### src/rtl/intf_sched_pkg.sv
`default_nettype none
// ---------------------------------------------------------------------------
// intf_sched_pkg: shared types and sizing helpers for the resource scheduler.
// Rev 1.0
// ---------------------------------------------------------------------------
package intf_sched_pkg;

  localparam int NREQ_DEF      = 4;
  localparam int DW_DEF        = 8;
  localparam int LAT_DEF       = 2;
  localparam int MAX_BURST_DEF = 4;

  typedef enum logic [0:0] {
    ARB    = 1'b0,
    LOCKED = 1'b1
  } fsm_e;

  // Like $clog2 but never returns 0, so a single-entry index still has a bit.
  function automatic int clog2_min1(input int n);
    int w;
    w = 1;
    for (int i = 1; i < 31; i++) begin
      if ((1 << i) < n) w = i + 1;
    end
    return w;
  endfunction

endpackage
`default_nettype wire

### src/rtl/intf_tag_pipe.sv
`default_nettype none
// ---------------------------------------------------------------------------
// intf_tag_pipe: LAT-deep valid+owner shift register tracking in-flight issues.
// Rev 1.0
// ---------------------------------------------------------------------------
module intf_tag_pipe #(
  parameter int LAT = 2,
  parameter int TW  = 2
) (
  input  logic          clk,
  input  logic          reset_n,
  input  logic          in_valid,
  input  logic [TW-1:0] in_owner,
  output logic          last_valid,
  output logic [TW-1:0] last_owner
);

  logic [LAT-1:0]         valid_q, valid_d;
  logic [LAT-1:0][TW-1:0] owner_q, owner_d;

  always_comb begin
    valid_d    = valid_q;
    owner_d    = owner_q;
    valid_d[0] = in_valid;
    owner_d[0] = in_owner;
    for (int s = 1; s < LAT; s++) begin
      valid_d[s] = valid_q[s-1];
      owner_d[s] = owner_q[s-1];
    end
  end

  always_ff @(posedge clk or negedge reset_n) begin
    if (!reset_n) begin
      valid_q <= '0;
      owner_q <= '0;
    end else begin
      valid_q <= valid_d;
      owner_q <= owner_d;
    end
  end

  assign last_valid = valid_q[LAT-1];
  assign last_owner = owner_q[LAT-1];

endmodule
`default_nettype wire

### src/rtl/intf_rr_sched.sv
`default_nettype none
// ---------------------------------------------------------------------------
// intf_rr_sched: round-robin sharing of one fixed-latency x/y -> xtwo resource.
// Rev 1.0
// ---------------------------------------------------------------------------
module intf_rr_sched
  import intf_sched_pkg::*;
#(
  parameter int NREQ      = NREQ_DEF,
  parameter int DW        = DW_DEF,
  parameter int LAT       = LAT_DEF,
  parameter int MAX_BURST = MAX_BURST_DEF
) (
  input  logic               clk,
  input  logic               reset_n,
  input  logic [NREQ-1:0]    req_valid,
  input  logic [NREQ-1:0]    req_lock,
  input  logic [NREQ*DW-1:0] req_x,
  input  logic [NREQ*DW-1:0] req_y,
  output logic [NREQ-1:0]    req_ready,
  output logic               rs_valid,
  output logic [DW-1:0]      rs_x,
  output logic [DW-1:0]      rs_y,
  input  logic               rs_xtwo_valid,
  input  logic [DW:0]        rs_xtwo,
  output logic [NREQ-1:0]    rsp_valid,
  output logic [DW:0]        rsp_xtwo,
  output logic               err_orphan
);

  localparam int TW = clog2_min1(NREQ);
  localparam int CW = clog2_min1(MAX_BURST + 1);

  function automatic logic [TW-1:0] wrap_add(input logic [TW-1:0] a, input int k);
    return TW'((int'(a) + k) % NREQ);
  endfunction

  fsm_e            state_q, state_d;
  logic [TW-1:0]   rr_ptr_q, rr_ptr_d;
  logic [CW-1:0]   cnt_q, cnt_d;
  logic            rs_valid_q, rs_valid_d;
  logic [DW-1:0]   rs_x_q, rs_x_d;
  logic [DW-1:0]   rs_y_q, rs_y_d;
  logic [TW-1:0]   rs_owner_q, rs_owner_d;
  logic            err_orphan_q, err_orphan_d;

  logic            owner_hold;
  logic [TW-1:0]   start;
  logic            gnt_found;
  logic [TW-1:0]   gnt_idx;
  logic            last_valid;
  logic [TW-1:0]   last_owner;
  logic            rsp_hit;

  // While LOCKED, rr_ptr_q is the owner; losing hold rotates the search past it.
  always_comb begin
    owner_hold = (state_q == LOCKED) && req_valid[rr_ptr_q] && req_lock[rr_ptr_q];
    start      = ((state_q == LOCKED) && !owner_hold) ? wrap_add(rr_ptr_q, 1) : rr_ptr_q;
    gnt_found  = 1'b0;
    gnt_idx    = '0;
    for (int k = NREQ - 1; k >= 0; k--) begin
      if (req_valid[wrap_add(start, k)]) begin
        gnt_found = 1'b1;
        gnt_idx   = wrap_add(start, k);
      end
    end
  end

  assign req_ready = (reset_n && gnt_found) ? (NREQ'(1) << gnt_idx) : '0;

  always_comb begin
    state_d      = state_q;
    rr_ptr_d     = rr_ptr_q;
    cnt_d        = cnt_q;
    rs_valid_d   = gnt_found;
    rs_x_d       = rs_x_q;
    rs_y_d       = rs_y_q;
    rs_owner_d   = rs_owner_q;
    err_orphan_d = err_orphan_q | (rs_xtwo_valid ^ last_valid);

    if (gnt_found) begin
      rs_x_d     = req_x[int'(gnt_idx)*DW +: DW];
      rs_y_d     = req_y[int'(gnt_idx)*DW +: DW];
      rs_owner_d = gnt_idx;
    end

    if (!gnt_found) begin
      if (state_q == LOCKED) begin
        state_d  = ARB;
        rr_ptr_d = wrap_add(rr_ptr_q, 1);
        cnt_d    = '0;
      end
    end else if ((state_q == LOCKED) && (gnt_idx == rr_ptr_q)) begin
      if (owner_hold && (int'(cnt_q) + 1 < MAX_BURST)) begin
        cnt_d = cnt_q + CW'(1);
      end else begin
        state_d  = ARB;
        rr_ptr_d = wrap_add(rr_ptr_q, 1);
        cnt_d    = '0;
      end
    end else if (req_lock[gnt_idx] && (MAX_BURST > 1)) begin
      state_d  = LOCKED;
      rr_ptr_d = gnt_idx;
      cnt_d    = CW'(1);
    end else begin
      state_d  = ARB;
      rr_ptr_d = wrap_add(gnt_idx, 1);
      cnt_d    = '0;
    end
  end

  always_ff @(posedge clk or negedge reset_n) begin
    if (!reset_n) begin
      state_q      <= ARB;
      rr_ptr_q     <= '0;
      cnt_q        <= '0;
      rs_valid_q   <= 1'b0;
      rs_x_q       <= '0;
      rs_y_q       <= '0;
      rs_owner_q   <= '0;
      err_orphan_q <= 1'b0;
    end else begin
      state_q      <= state_d;
      rr_ptr_q     <= rr_ptr_d;
      cnt_q        <= cnt_d;
      rs_valid_q   <= rs_valid_d;
      rs_x_q       <= rs_x_d;
      rs_y_q       <= rs_y_d;
      rs_owner_q   <= rs_owner_d;
      err_orphan_q <= err_orphan_d;
    end
  end

  // Stage 0 loads alongside rs_valid so the last stage lines up with the result.
  intf_tag_pipe #(
    .LAT (LAT),
    .TW  (TW)
  ) u_tag_pipe (
    .clk        (clk),
    .reset_n    (reset_n),
    .in_valid   (rs_valid_q),
    .in_owner   (rs_owner_q),
    .last_valid (last_valid),
    .last_owner (last_owner)
  );

  assign rsp_hit    = rs_xtwo_valid && last_valid;
  assign rsp_valid  = rsp_hit ? (NREQ'(1) << last_owner) : '0;
  assign rsp_xtwo   = rsp_hit ? rs_xtwo : '0;
  assign rs_valid   = rs_valid_q;
  assign rs_x       = rs_x_q;
  assign rs_y       = rs_y_q;
  assign err_orphan = err_orphan_q;

endmodule
`default_nettype wire
### config.mk
export PLATFORM = sky130hd
export DESIGN_NAME = intf_rr_sched
export DESIGN_NICKNAME = d
export VERILOG_FILES = /design/src/rtl/intf_sched_pkg.sv /design/src/rtl/intf_tag_pipe.sv /design/src/rtl/intf_rr_sched.sv
export SDC_FILE = /design/constraint.sdc
export NUM_CORES = 1
export LEC_CHECK = 0
export CAP_MARGIN = 30
export CORE_MARGIN = 1.5
export CORE_UTILIZATION = 60
export DETAILED_ROUTE_END_ITERATION = 8
export DONT_BUFFER_PORTS = 1
export MAX_ROUTING_LAYER = met4
export PLACE_DENSITY = 0.87
export SLEW_MARGIN = 30
export SYNTH_ARGS = -nofsm -noshare
export SYNTH_HDL_FRONTEND = slang
export SYNTH_SLANG_ARGS = --single-unit
### constraint.sdc
create_clock -name clk -period 6.7 [get_ports clk]
set_input_delay 1.34 -clock clk [delete_from_list [all_inputs] [get_ports clk]]
set_output_delay 1.34 -clock clk [all_outputs]
set_load 0.01 [all_outputs]
==> key figures, run 1 <==
Status
  – Status: finished clean

Yosys
  – Synthesized area: 2364 um2
  – Cell count after synthesis: between 200 and 250
  – Library cells used by synthesis: 55
  – Seq/Total Area, Yosys: 33.88%
  – Syn. warnings: 0
  – Post-synth EDFFs: 0
  – Fraction of registers with async set/reset: 100.0%
  – Post-Syn Nets: 338
  – Flops & latches, synth: 32
  – Top FF cell, synth: dfrtp_1
  – Synthesized area per cell: roughly 9.5 um2

Clock network
  – Clk Latency, worst-skew pair: 0.28 ns
  – Hold_buf cts: 0
  – Clock Tree Buf Depth: 2
  – Post-CTS setup buffers: 0
  – Clk pin slew, worst setup/hold paths: 0.07 ns
  – Cts bufs inserted: 5
  – Post_cts resized: 0
  – CTS tree: yes
  – CTS H-tree lvls: 2
  – Clk Tree Root Cell: clkbuf_8
  – Clock Sinks: 32

Setup path
  – WP data arrival: between 3 and 4 ns
  – Critical Path Source Type: primary input
  – CP startpoint: req_lock[1]
  – CP max FO: 43
  – Worst reg2reg endpoint: rr_ptr_q[1]
  – Crit path capture: req_ready[3]
  – R2r worst-path depth: 10
  – CP peak stage delay: 0.50 ns
  – CP max stage cell: or4_4
  – Crit Path Category: primary input to output port
  – R2R setup slack: 3.31 ns
  – Reg-to-reg critical path startpoint: rr_ptr_q[1]
  – Crit path cell chain: nand2_1 -> o211a_1 -> or2_0 -> or4_4 -> o221ai_4 -> buf_4 -> inv_1 -> ha_1 -> and3_1
  – Setup crit end kind: output port
  – Worst Path Required: 5.36 ns

GRT
  – Pin count of the biggest net entering global routing: 44
  – Number of global-route vias before repair: 1741
  – Grt ovf: 0
  – First-pass GRT wire length: 7935 um
  – Total GRT Usage: 24.46%
  – Initial antenna violation count: 0

STA
  – Sum of negative setup slack: 0 ns
  – Final hold viol count: 0
  – Final Skew: 0.005486 ns
  – Peak Freq: 204.1 MHz
  – Final Cycle Share: 73.11%
  – RSZ-0062 raised after global routing: false
  – Post-route minimum period: 4.899 ns
  – Setup WS post-layout: 1.801 ns
  – Worst-margin pin slew: approximately 0.83 ns
  – Max-slew violations: 0
  – Worst slew margin: between 40% and 50%
  – Final setup viols: 0

Floorplan
  – Die area: 4325 um2
  – Core footprint: 3716 um2
  – Chip height: 65.77 um
  – I/O pin count: 119
  – DIE WIDTH: 65.77 um
  – Rows: 22
  – Starting density of the core: 63.60%

Power
  – P_leak: 1.043 nW
  – P_int: 0.6675 mW
  – Comb pwr share: approximately 50%
  – Maximum VDD drop: 0.2764 mV
  – Psw: about 0.50 mW
  – Pwr Density: 482.7 nW/um2
  – Clock power frac: 15.6%
  – Switch share: 42.91%
  – Seq pwr share: about a third

Place
  – IO Port Bufs: 0
  – Placed insts: 278
  – Post-DP HPWL: 3452 um
  – GP Congestion: about 0.91
  – Post-DP Area: approximately 2300 um2
  – Pre-CTS setup slack: 1.788 ns

Detailed routing
  – DRT antenna net count: 0
  – Total Wirelength: 4862 um
  – Via-to-Cell Ratio: 6.566
  – # DRC: 0
  – Initial DRC count: ~130
  – Vias: 1878
  – Pre-antenna DRT Iters: 4
  – Routed length per instance: between 15 and 20 um

Final layout
  – Nets@finish: 327
  – ANT cells: 0
  – Area grow syn2layout: 2.488%
  – Finished Layout Cells: 286
  – Cell area after layout: between 2000 and 2500 um2
  – Most frequent cells in the layout: nand2_1 (40), mux2i_1 (32), dfrtp_1 (32)
  – Ratio of cells with drive above 1 in the final layout: 10.92%
  – Commonest non-fill, non-tap cell in the layout: nand2_1

Job
  – Number of max-cap violations: 0

Worst hold path
  – Worst Hold Class: flip-flop to flip-flop
## cells in the mapped netlist, drive strengths merged, types with 2 or more instances
| cell type | n | share of area (%) |
|---|---|---|
| a31oi | 3 | 0.79 |
| and3b | 3 | 1.1 |
| or2 | 2 | 0.53 |
| o21ai | 10 | 2.1 |
| a21oi | 7 | 1.5 |
| o22a | 2 | 0.74 |
| o31a | 2 | 0.74 |
| mux2i | 32 | 14 |
| inv | 4 | 0.64 |
| o221ai | 15 | 6.6 |
| dfrtp | 32 | 34 |
| a211oi | 3 | 1.2 |
| nand2 | 40 | 6.4 |
| buf | 15 | 5.0 |
| mux2 | 5 | 2.5 |
| nand3b | 3 | 0.95 |
| ha | 6 | 3.2 |
| and2 | 12 | 3.2 |
| nand3 | 7 | 1.5 |
| nor3b | 2 | 0.64 |
| nor4 | 2 | 0.79 |
| or4 | 2 | 0.79 |
| and3 | 5 | 1.3 |
| nand2b | 4 | 1.1 |
| nor2 | 5 | 0.79 |
| clkbuf | 5 | 0.79 |
| o211ai | 2 | 0.64 |
| nand4b | 3 | 1.6 |
## how the worst min path moves through the flow
stage	from	slack (ns)	end	cells past startpoint
finish	u_tag_pipe.owner_d[3]	0.35	u_tag_pipe.last_owner[1]	0
floorplan	u_tag_pipe.owner_d[2]	0.33	u_tag_pipe.last_owner[0]	0
global placement	u_tag_pipe.owner_d[2]	0.33	u_tag_pipe.last_owner[0]	0
global route	u_tag_pipe.owner_d[3]	0.36	u_tag_pipe.last_owner[1]	0
detailed placement	u_tag_pipe.owner_d[3]	0.34	u_tag_pipe.last_owner[1]	0
CTS	u_tag_pipe.owner_d[3]	0.35	u_tag_pipe.last_owner[1]	0
## flip-flops by register name, summed over array words and instances, names as in the netlist
register               count
u_tag_pipe.last_owner      2
rr_ptr_q                   2
state_q                    1
u_tag_pipe.owner_d         2
u_tag_pipe.valid_q         2
err_orphan                 1
rs_y                       8
rs_x                       8
rs_valid                   1
cnt_q                      3
rs_owner_q                 2
## worst max-delay path: cells and delay by family
kind | cells | cell delay (ns)
AOI/OAI and AO/OA | 2 | 0.31
buffers and inverters | 2 | 0.68
and+or+nand+nor | 4 | 0.99
adders and majority gates | 1 | 0.23
## through the flow
| step | utilization, % | hold slack (ns) | power (mW) |
|---|---|---|---|
| finish | 65.19 | 0.3500 | 1.169 |
| global route | 65.19 | 0.3558 | 1.267 |
| CTS | 65.19 | 0.3531 | 1.179 |
| detailed placement | 62.19 | 0.3370 | 0.9921 |
| global placement | 62.19 | 0.3325 | 0.9808 |
| floorplan | - | 0.3312 | 0.9521 |
## layout make-up
class                   instances  area [um2]
clock buffers                   5       68.82
multi-input cells             192        1420
flip-flops and latches         32       800.8
repair buffers                  2       15.01
well taps                      48       60.06
clock inverters                 3       42.54
inverters                       4       15.01
fillers                       317        1294
## cells by family (layout without fill, tap and decap cells)
kind of cell | count (synthesis) | in the layout | synth area share [%]
multiplexers | 37 | 37 | 16.09
XOR/XNOR | 1 | 1 | 0.3706
AO/OA/AOI/OAI | 54 | 54 | 18.16
flip-flops | 32 | 32 | 33.88
buffers and inverters | 24 | 14 | 6.405
adder cells (fa/ha/maj) | 6 | 6 | 3.176
AND/OR/NAND/NOR | 94 | 94 | 21.92
## layer usage
| layer | wire length, um | up-vias | track usage, % |
|---|---|---|---|
| met5 | 0 | - | - |
| met4 | 41 | 0 | 9.896 |
| met3 | 336 | 4 | 5.137 |
| met2 | 2458 | 98 | 39.52 |
| met1 | 2026 | 879 | 29.91 |
| li1 | - | 897 | - |
## power groups by stage
stage | Sequential (mW) | Combinational, mW | Clock (mW)
3_5_place_dp | 0.401 | 0.591 | 0
4_1_cts | 0.399 | 0.592 | 0.188
3_3_place_gp | 0.401 | 0.580 | 0
2_1_floorplan | 0.350 | 0.602 | 0
5_1_grt | 0.411 | 0.659 | 0.197
6_report | 0.400 | 0.587 | 0.182
Note: power is estimated with default switching activity, not from simulation.
==> run 2: changes to the inputs <==
CORE_UTILIZATION = 57   (was 60)
PLACE_DENSITY = 0.86   (was 0.87)
clock period = 4.2 ns   (was 6.7 ns; I/O delays follow)
==> run 2 against run 1 <==
Compared with the run above:
- clock skew hardly changed
- largest cell class unchanged
- via count rose by 2.0%
- sequential power rose by 60%
- die area is 5.0% higher
- design area decreased by 0.83%
- total power increased by 56%
- core utilization is 5.1 points lower
- global-route usage grew 0.74 points
==> key figures, run 2 (synthesized netlist as in run 1, its figures left out) <==
Detailed routing
  – Routed length per instance: 18.38 um (+8.1%)
  – Initial DRC count: 174 (+38%)
  – DRT antenna net count: 0 (unchanged)
  – Via-to-Cell Ratio: 6.649 (+1.3%)
  – Pre-antenna DRT Iters: 4 (unchanged)
  – Total Wirelength: 5292 um (+8.8%)
  – Vias: 1915 (+2.0%)
  – # DRC: 0 (unchanged)

STA
  – RSZ-0062 raised after global routing: false
  – Max-slew violations: 0 (unchanged)
  – Final Skew: 0.005183 ns (-0.0003031 ns)
  – Worst slew margin: 50.04% (+5.3 points)
  – Peak Freq: 271.0 MHz
  – Worst-margin pin slew: 0.7495 ns (-0.07588 ns)
  – Final setup viols: 0 (unchanged)
  – Post-route minimum period: 3.690 ns
  – Final hold viol count: 0 (unchanged)
  – Sum of negative setup slack: 0 ns (unchanged)
  – Final Cycle Share: 87.86%

Place
  – Post-DP HPWL: 3961 um (+15%)
  – IO Port Bufs: 0 (unchanged)
  – GP Congestion: 0.8592 (-5.4%)

Final layout
  – Core Util, Final: 60.06% (-5.1 points)
  – Nets@finish: 328 (+0.31%)
  – Commonest non-fill, non-tap cell in the layout: nand2_1
  – Ratio of cells with drive above 1 in the final layout: 10.92% (unchanged)
  – ANT cells: 0 (unchanged)
  – Area of the multi-input gates: 1420 um2 (unchanged)
  – Most frequent cells in the layout: nand2_1 (40), mux2i_1 (32), dfrtp_1 (32)
  – Fillers: 357 (+13%)
  – Register Area: 800.8 um2 (unchanged)
  – Area grow syn2layout: 1.641%

Floorplan
  – Starting density of the core: 59.09% (-4.5 points)
  – Die area: 4542 um2 (+5.0%)
  – Core footprint: 4000 um2 (+7.6%)
  – I/O pin count: 119 (unchanged)
  – DIE WIDTH: 67.40 um (+2.5%)
  – Rows: 23 (+4.5%)
  – Chip height: 67.40 um (+2.5%)

Setup path
  – Worst Path Required: 3.36 ns (-2.00 ns)
  – Reg-to-reg critical path startpoint: rr_ptr_q[1]
  – Crit Path Category: flip-flop to output port
  – R2r worst-path depth: 9 (-1)
  – Worst reg2reg endpoint: rr_ptr_q[1]
  – CP max FO: 26 (-40%)
  – CP startpoint: rr_ptr_q[1]
  – CP max stage cell: dfrtp_1
  – Crit path cell chain: nand3b_1 -> a31oi_1 -> or2_0 -> or4_4 -> o221ai_4 -> inv_1 -> ha_1 -> and3_1
  – Crit path capture: req_ready[3]
  – Setup crit end kind: output port
  – WP data arrival: 2.85 ns (-0.71 ns)
  – Critical Path Source Type: flip-flop
  – R2R setup slack: 0.91 ns (-2.40 ns)
  – CP peak stage delay: 0.83 ns (+0.33 ns)

Power
  – Pwr Density: 760.6 nW/um2 (+58%)
  – Power Total: 1.827 mW (+56%)
  – Maximum VDD drop: 0.3444 mV (+25%)
  – P_leak: 1.033 nW (-0.91%)

Clock network
  – Hold_buf cts: 0 (unchanged)
  – Clk Latency, worst-skew pair: 0.28 ns (about the same)
  – Clk Tree Root Cell: clkbuf_8
  – CTS H-tree lvls: 2 (unchanged)
  – Post_cts resized: 0 (unchanged)
  – Post-CTS setup buffers: 0 (unchanged)
  – Cts bufs inserted: 5 (unchanged)
  – CTS tree: yes
  – Clock Tree Buf Depth: 2 (unchanged)
  – Clk pin slew, worst setup/hold paths: 0.07 ns (about the same)
  – Clock Sinks: 32 (unchanged)

GRT
  – Initial antenna violation count: 0 (unchanged)
  – Pin count of the biggest net entering global routing: 41 (-6.8%)
  – Grt ovf: 0 (unchanged)
  – Number of global-route vias before repair: 1793 (+3.0%)
  – First-pass GRT wire length: 8397 um (+5.8%)
  – Total GRT Usage: 25.20% (+0.74 points)

Worst hold path
  – Worst Hold Class: primary input to asynchronous set/reset pin

Status
  – Status: finished clean

Job
  – Number of max-cap violations: 0 (unchanged)
[run 2: cell types whose count changed in the layout (fill, tap and decap cells not counted)]
cell	previous run	this run
bufinv_16	1	0
buf_4	2	3
[run 2: final cells by class]
cell class / instances / share of cell area, %
Multi-Input combinational cell: 192 / 59.11
Sequential cell: 32 / 33.33
Clock buffer: 5 / 2.865
Tap cell: 50 / 2.604
Timing Repair Buffer: 3 / 0.9375
Inverter: 4 / 0.6250
Clock inverter: 2 / 0.5208
[run 2: worst min path at each step]
| stage | start | endpoint | slack, ns | cells past startpoint |
|---|---|---|---|---|
| after detailed placement | u_tag_pipe.owner_d[2] | u_tag_pipe.last_owner[0] | 0.34 | 0 |
| after CTS | reset_n | rs_x[7] | 0.24 | 0 |
| after floorplan | u_tag_pipe.owner_d[2] | u_tag_pipe.last_owner[0] | 0.33 | 0 |
| after global routing | reset_n | u_tag_pipe.valid_q[1] | 0.23 | 0 |
| after global placement | u_tag_pipe.owner_d[3] | u_tag_pipe.last_owner[1] | 0.33 | 0 |
| final | reset_n | rs_x[4] | 0.25 | 0 |
[run 2: power breakdown]
group          internal [mW]  switching [mW]
clock network          0.112           0.114
registers              0.444           0.194
logic                  0.450           0.513
total                   1.01           0.820
[run 2: worst max-delay path, delay by kind of cell, from the launching register on]
family,cells,cell delay [ns]
buffers and inverters,1,0.13
adders and majority gates,1,0.20
and+or+nand+nor,4,1.19
AOI/OAI and AO/OA,2,0.22
DFF,1,0.83
[run 2: per-layer routing]
layer / track usage [%] / wire [um]
met1: 29.05 / 2096
met3: 6.167 / 430
met4: 5.612 / 44
met5: - / 0
met2: 44.31 / 2721
[run 2: through the flow]
step,worst slack (ns),instance area [um2],instances,hold slack (ns)
2_1_floorplan,0.6058,2364,248,0.3312
3_3_place_gp,0.8630,2321,281,0.3320
3_5_place_dp,0.8183,2321,281,0.3387
4_1_cts,0.5384,2402,288,0.2424
5_1_grt,0.3517,2402,288,0.2269
6_report,0.5097,2402,288,0.2494
==> run 3: changes to the inputs <==
CTS_CLUSTER_SIZE = 14   (was unset)
==> results of run 3 <==
No change in the layout: final DEF, timing and power equal those of run 2.
